==> src/rtl/result_accumulator.sv <==
// Accumulates BLOCK_LEN unsigned words into a sum (mod 2^32), a maximum and a carry-out flag,
// then presents the block result with a ready/valid style handshake on both sides.
module result_accumulator #(
    parameter int unsigned BLOCK_LEN = 5
) (
    input  logic        clk,
    input  logic        rst,
    input  logic [31:0] in_data,
    input  logic        in_sync,
    output logic        in_notify,
    output logic [31:0] sum_out,
    output logic [31:0] max_out,
    output logic        ovf_out,
    input  logic        out_sync,
    output logic        out_notify
);

    localparam logic [7:0] LP_LEN = 8'(BLOCK_LEN);

    typedef enum logic {
        RECV = 1'b0,
        SEND = 1'b1
    } state_t;

    state_t      r_state;
    logic        r_in_notify;
    logic        r_out_notify;
    logic [31:0] r_acc;
    logic [31:0] r_max_acc;
    logic        r_ovf_acc;
    logic [7:0]  r_cnt;
    logic [31:0] r_sum;
    logic [31:0] r_max;
    logic        r_ovf;

    logic [32:0] w_sum33;
    logic [31:0] w_max_next;
    logic        w_ovf_next;
    logic [7:0]  w_cnt_next;
    logic        w_in_xfer;
    logic        w_out_xfer;

    function automatic logic [31:0] umax(input logic [31:0] a, input logic [31:0] b);
        return (b > a) ? b : a;
    endfunction

    assign w_sum33    = {1'b0, r_acc} + {1'b0, in_data};
    assign w_max_next = umax(r_max_acc, in_data);
    assign w_ovf_next = r_ovf_acc | w_sum33[32];
    assign w_cnt_next = r_cnt + 8'd1;
    assign w_in_xfer  = in_sync & r_in_notify;
    assign w_out_xfer = out_sync & r_out_notify;

    always_ff @(posedge clk) begin
        if (rst) begin
            r_state      <= RECV;
            r_in_notify  <= 1'b1;
            r_out_notify <= 1'b0;
            r_acc        <= '0;
            r_max_acc    <= '0;
            r_ovf_acc    <= 1'b0;
            r_cnt        <= '0;
            r_sum        <= '0;
            r_max        <= '0;
            r_ovf        <= 1'b0;
        end else if (r_state == RECV) begin
            if (w_in_xfer) begin
                r_acc     <= w_sum33[31:0];
                r_max_acc <= w_max_next;
                r_ovf_acc <= w_ovf_next;
                r_cnt     <= w_cnt_next;
                // Last word of the block: publish the updated values on this same edge.
                if (w_cnt_next == LP_LEN) begin
                    r_sum        <= w_sum33[31:0];
                    r_max        <= w_max_next;
                    r_ovf        <= w_ovf_next;
                    r_state      <= SEND;
                    r_in_notify  <= 1'b0;
                    r_out_notify <= 1'b1;
                end
            end
        end else begin
            if (w_out_xfer) begin
                r_state      <= RECV;
                r_in_notify  <= 1'b1;
                r_out_notify <= 1'b0;
                r_acc        <= '0;
                r_max_acc    <= '0;
                r_ovf_acc    <= 1'b0;
                r_cnt        <= '0;
            end
        end
    end

    assign in_notify  = r_in_notify;
    assign out_notify = r_out_notify;
    assign sum_out    = r_sum;
    assign max_out    = r_max;
    assign ovf_out    = r_ovf;

endmodule

==> config.mk <==
export PLATFORM = sky130hd
export DESIGN_NAME = result_accumulator
export DESIGN_NICKNAME = d
export VERILOG_FILES = /design/src/rtl/result_accumulator.sv
export SDC_FILE = /design/constraint.sdc
export NUM_CORES = 1
export LEC_CHECK = 0
export BUFFER_PORTS_ARGS = -buffer_cell sky130_fd_sc_hd__buf_4
export CAP_MARGIN = 40
export CORE_AREA = 2 2 130 132
export DETAILED_ROUTE_END_ITERATION = 12
export DIE_AREA = 0 0 132 134
export PLACE_DENSITY = 0.73
export SETUP_SLACK_MARGIN = 0.5
export SLEW_MARGIN = 30
export SYNTH_ARGS = -nofsm -noshare
export SYNTH_HDL_FRONTEND = slang
export SYNTH_SLANG_ARGS = --single-unit
export TNS_END_PERCENT = 100
==> constraint.sdc <==
create_clock -name clk -period 2.9 [get_ports clk]
set_clock_uncertainty 0.1 [all_clocks]
set_input_delay 0.29 -clock clk [delete_from_list [all_inputs] [get_ports clk]]
set_output_delay 0.29 -clock clk [all_outputs]
set_load 0.005 [all_outputs]
==> results of run 1 <==
## power groups by stage
stage	Sequential, W	Combinational [W]	Clock (W)
6_report	0.00217	0.00203	0.00229
5_1_grt	0.00217	0.00214	0.00237
4_1_cts	0.00214	0.00161	0.00228
3_5_place_dp	0.00218	0.00136	0
3_3_place_gp	0.00217	0.00135	0
2_1_floorplan	0.00216	0.000938	0
## layer usage
metal	up-vias	global-route usage [%]	routed length [microns]	share of wire, %
li1	3866	-	-	-
met1	4252	39.4	12200	40
met2	522	46.0	14200	46
met3	131	5.93	2940	9.6
met4	0	10.7	1430	4.7
met5	-	0	0	0
## cell families after synthesis
family,Yosys count,share of synthesized area (%)
DFF,141,35.4
xor gates and xnor gates,23,2.52
adders and majority gates,67,10.6
and+or+nand+nor,314,20.5
AOI/OAI and AO/OA,284,25.4
buffers and inverters,111,5.64
## worst max-delay path, delay by kind of cell, from the launching register on
kind	cells	cell delay (ns)
adders and majority gates	2	0.50
buffers and inverters	3	0.30
and+or+nand+nor	3	0.39
DFF	1	0.35
AOI/OAI and AO/OA	5	1.07
## worst paths after layout
check | startpoint | to
worst max-delay path | r_acc[0]$_SDFFE_PP0P_ | ovf_out$_SDFFE_PP0P_
worst min-delay path | out_sync | in_notify$_SDFFE_PP1P_
worst min register to register | sum_out[8]$_SDFFE_PP0P_ | sum_out[8]$_SDFFE_PP0P_
worst max register to register | r_acc[0]$_SDFFE_PP0P_ | ovf_out$_SDFFE_PP0P_
## sequential cells by signal (all words and copies together) (netlist names)
signal      cells
r_cnt           8
ovf_out         1
r_max_acc      32
r_state         1
sum_out        32
r_acc          32
out_notify      1
max_out        32
r_ovf_acc       1
in_notify       1
## per-stage QoR
step / setup WS [ns] / cells / total power [W]
6_report: 0.0999 / 1350 / 0.00649
4_1_cts: 0.112 / 1310 / 0.00603
3_3_place_gp: -0.0322 / 1245 / 0.00352
2_1_floorplan: 0.230 / 940 / 0.00309
5_1_grt: 0.00199 / 1350 / 0.00669
3_5_place_dp: -0.0420 / 1245 / 0.00354
## placed cells by master (no fill, tap or decap), drive strengths merged, types with 11 or more instances in the layout
cell / instances
nor2: 78
o21ai: 37
xnor2: 16
and3: 12
nand4: 11
a21o: 34
a22o: 35
a22oi: 14
a21oi: 62
dfxtp: 141
nor4: 66
nand3b: 12
buf: 221
a211oi: 45
nor3: 11
nand3: 24
ha: 66
clkbuf: 25
nand2: 62
inv: 43
## timing repair
item / in CTS / in global routing
setup buffers: 27 / 33
gates resized for setup: 104 / 166
pin swaps: 43 / 68
gates cloned: 7 / 7
hold buffers: 0 / 0
setup endpoints to repair: 101 / 112
## layout make-up
class                   instances  area [sq um]  share of cell area (%)
clock buffers                  20           457                    3.80
well taps                     220           275                    2.29
repair buffers                226          2200                    18.4
inverters                      44           165                    1.38
multi-input cells             688          5900                    49.1
flip-flops and latches        141          2870                    23.9
clock inverters                11           143                    1.19
==> flow_summary.json, run 1 <==
{
  "synth_top_area_share_pct": 35.4,
  "finalHoldViolCount": 0,
  "drcViolationCount": 0,
  "wl_per_cell_microns": 22.8,
  "placed_area_sq_mm": 0.00923,
  "clk_pin_slew_ns": 0.06,
  "tightest_slew_ns": 0.634,
  "cp_cell_sequence": "ha_4, inv_2, fa_2, nor2b_4, o31a_1, o41ai_2, and2_4, a311o_2, buf_4, buf_6, a211oi_4, nor2_2, a211oi_2",
  "p_int_w": 0.00437,
  "yosysSeqAreaShare_pct": 35.4,
  "worst_path_max_delay_cell": "a311o_2",
  "r2r_slack_ns": 0.1,
  "core_sq_mm": 0.0163,
  "yosys-top-cells-count": "dfxtp_1, nor2_1, ha_1, nor4_1",
  "power_frac_seq_pct": 33.4,
  "cellPowerDensity_mw_per_mm2": 540,
  "ys_ff_latch": 141,
  "startpoint_type": "flop",
  "netlist_top_cells_area": "dfxtp_1, ha_1, nor4_1, a211oi_1, a21oi_1",
  "drtIter0Drc": 683,
  "grt_use_total_pct": 29.1,
  "synthDistinctLibCells": 71,
  "io_buffers": 102,
  "syn_inst": 940,
  "fillers": 1073,
  "antenna_found_initial": 0,
  "setup-violations-final": 0,
  "utilization_pct": 73.7,
  "cts.sinks": 141,
  "die_area_sq_mm": 0.0177,
  "drt_pass1_iterations": 5,
  "vias": 8771,
  "synth_edf_count": 0,
  "ios": 103,
  "max_cap_violations": 0,
  "drtAntennaViolNets": 0,
  "yosysWarnings": 0,
  "dp_hpwl_microns": 16200,
  "slew_viol_final": 0,
  "core.rowCount": 47,
  "cts_max_level": 4,
  "die_y_microns": 134,
  "gp_congestion": 0.920,
  "period_needed_ns": 2.80,
  "cts_tree": "done",
  "final_nets": 1221,
  "clk_latency_ns": 0.44,
  "pwr-share-clk_pct": 35.3,
  "wl_microns": 30800,
  "rr_worst_depth": 13,
  "yosys.area.top_type": "dfxtp_1",
  "grt_pass1_wl_microns": 40900,
  "max_stage_delay_ns": 0.39,
  "critPathMaxFanout": 5,
  "start_util_pct": 49.0,
  "cts_buffers": 17,
  "clockBufferDepth": 2,
  "timing.final.crit_share_pct": 96.6,
  "grt_pass1_vias": 7697,
  "design_area_sq_mm": 0.0120,
  "ir_drop_uv": 532,
  "synth-main-ff-cell": "dfxtp_1",
  "vias_per_cell": 6.50,
  "required_ns": 3.16,
  "die_w_microns": 132,
  "antenna_cells": 0,
  "switching_share_pct": 32.7,
  "syn_avg_cell_area_sq_um": 8.49,
  "min_path_cells": 3,
  "cts-root-buf": "clkbuf_16",
  "drive_gt1_share_pct": 39.9,
  "grt_max_degree": 53,
  "status": "finished, final reports clean",
  "p_leak_nw": 4.70,
  "crit_type": "reg2reg",
  "fin_tns_setup_ns": 0,
  "max_freq_mhz": 357,
  "async_flop_share_pct": 0,
  "hold_ws_ns": 0.0372,
  "p_comb_share_pct": 31.3,
  "syn_area_sq_mm": 0.00798,
  "slew_headroom_pct": 57.7,
  "grt-ovfl-total": 0,
  "synth_most_common_cell": "dfxtp_1",
  "critPathArrivalTime_ns": 3.06,
  "rsz0062_at_grt": "yes",
  "cp-end-kind": "flop",
  "p_switching_w": 0.00212,
  "worst_hold_path_type": "in2reg",
  "area_delta_synth_final_pct": 50.4,
  "syn_nets": 1043
}
No activity file was read; power rests on OpenSTA's default activity.
==> run 2: changes to the inputs <==
REMOVE_ABC_BUFFERS = 1   (was default)
==> run 2 against run 1 <==
Die area unchanged. Routed wire length is 9.7% higher. Design area is 4.1% higher. The flow now finishes with violations (negative setup slack). First-iteration DRC count rose by 79%. Non-clock buffer count increased by 23. Clock power is 6% higher. Utilization is 3.0 points higher. Via count increased by 6.9%. Critical endpoint is now max_out[22]$_SDFFE_PP0P_. Critical path depth is 1 lower.
==> flow_summary.json, run 2 (synthesized netlist as in run 1, its figures left out) <==
{
  "status": "finished, violations left",
  "violations": "negative setup slack",
  "max_cap_violations": 0,
  "antenna_found_initial": 0,
  "worst_hold_path_type": "in2reg",
  "p_leak_nw": 4.89,
  "die_y_microns": 134,
  "period_needed_ns": 2.98,
  "ios": 103,
  "dp_hpwl_microns": 15500,
  "required_ns": 3.09,
  "cts_max_level": 4,
  "vias_per_cell": 6.82,
  "p_switching_w": 0.00219,
  "slew_headroom_pct": 47.3,
  "cp-end-kind": "flop",
  "clk_pin_slew_ns": 0.06,
  "gp_congestion": 0.884,
  "setup-violations-final": 4,
  "timing.final.ws_setup_ns": -0.0752,
  "fillers": 919,
  "met3_usage_pct": 6.58,
  "cts_tree": "done",
  "p_comb_share_pct": 31.1,
  "use_met1_pct": 38.0,
  "met2_usage_pct": 51.3,
  "pre_cts_ws_ns": -0.0535,
  "cts_buffers": 17,
  "grt-ovfl-total": 0,
  "grt-busiest-layer": "met2",
  "drtAntennaViolNets": 0,
  "pwr-share-clk_pct": 36.4,
  "cellPowerDensity_mw_per_mm2": 534,
  "final_cell_mix": "buf_4, dfxtp_1, nor2_1, nand2_1, ha_1",
  "drcViolationCount": 0,
  "antenna_cells": 0,
  "rsz0062_at_grt": "yes",
  "area_delta_synth_final_pct": 56.6,
  "power_frac_seq_pct": 32.5,
  "slew_viol_final": 0,
  "final_common_cell": "buf_4",
  "multiInputGateArea_sq_mm": 0.00604,
  "power_w": 0.00667,
  "drt_pass1_iterations": 6,
  "drive_gt1_share_pct": 41.9,
  "wl_per_cell_microns": 24.6,
  "postCtsHoldBufs": 0,
  "crit_type": "reg2reg",
  "drtIter0Drc": 1225,
  "core.rowCount": 47,
  "clk_latency_ns": 0.45,
  "critPathMaxFanout": 7,
  "vias": 9376,
  "startpoint_type": "flop",
  "grt_max_degree": 64,
  "max_freq_mhz": 336,
  "timing.final.crit_share_pct": 103,
  "switching_share_pct": 32.8,
  "grt_use_total_pct": 31.0,
  "die_w_microns": 132,
  "cts.sinks": 141,
  "die_area_sq_mm": 0.0177,
  "final_nets": 1244,
  "start_util_pct": 49.0,
  "tightest_slew_ns": 0.791,
  "wl_microns": 33800,
  "cts-root-buf": "clkbuf_16",
  "grt_pass1_vias": 8253,
  "core_sq_mm": 0.0163,
  "finalHoldViolCount": 0,
  "io_buffers": 102,
  "critPathArrivalTime_ns": 3.17,
  "ir_drop_uv": 499,
  "seqCellArea_sq_mm": 0.00288,
  "p_int_w": 0.00448,
  "grt_pass1_wl_microns": 43500,
  "clockBufferDepth": 2
}
run 2: changes by cell type in the layout (fill, tap and decap cells not counted), sizes merged:
cell / before / now
buf: 221 / 246
clkinv: 7 / 6
clkbuf: 25 / 24
bufinv: 3 / 4
run 2: worst paths after layout:
| path | from | endpoint | slack [ns] | cells past startpoint |
|---|---|---|---|---|
| max | r_max_acc[25]$_SDFFE_PP0P_ | max_out[22]$_SDFFE_PP0P_ | -0.08 | 12 |
| min | out_sync | in_notify$_SDFFE_PP1P_ | 0.03 | 3 |
| max reg2reg | r_max_acc[25]$_SDFFE_PP0P_ | max_out[22]$_SDFFE_PP0P_ | -0.08 | 12 |
| min reg2reg | sum_out[5]$_SDFFE_PP0P_ | sum_out[5]$_SDFFE_PP0P_ | 0.35 | 2 |
run 2: critical path, stage by stage (launching register included):
cell	delay [ns]
dfxtp_2	0.35
inv_1	0.07
ha_1	0.33
nand4_1	0.19
nor4_2	0.40
buf_4	0.21
buf_4	0.11
and3_4	0.23
buf_12	0.12
buf_6	0.09
buf_12	0.15
nor4_2	0.05
nor4_1	0.42
run 2: cell type report:
class                      instances  share of cell area, %
timing repair buffer             249                   20.1
multi-input combinational        688                   48.3
clock inverter                    11                   1.31
clock buffer                      21                   3.76
tap                              220                   2.20
sequential                       141                   23.0
inverter                          44                   1.32
run 2: layer usage:
layer  routed length, microns  part of all wire, %
met1                    12600                   37
met2                    15700                   46
met3                     3270                  9.7
met4                     2260                  6.7
met5                        0                    0
run 2: per-stage QoR:
step                cells  hold WS [ns]  utilization (%)  setup TNS, ns  cell area [sq um]
finish               1374        0.0278             76.8         -0.109              12500
global route         1374        0.0378             76.8         -0.464              12500
CTS                  1335        0.0147             69.7              0              11300
detailed placement   1245         0.344             56.4        -0.0890               9190
global placement     1245         0.337             56.4        -0.0194               9190
floorplan             873         0.259                -        -112.03               7700
run 2: timing repair:
| action | in CTS | in global routing |
|---|---|---|
| buffers inserted | 49 | 36 |
| pin swaps | 52 | 56 |
| setup endpoints to repair | 102 | 114 |
| cloned | 9 | 3 |
| resized for setup | 178 | 135 |
run 2: power groups by stage:
stage               clock [W]  sequential (W)  combinational (W)
global placement            0         0.00217            0.00131
finish                0.00243         0.00217            0.00208
CTS                   0.00238         0.00214            0.00164
global route          0.00249         0.00217            0.00217
detailed placement          0         0.00217            0.00132
floorplan                   0         0.00215           0.000879
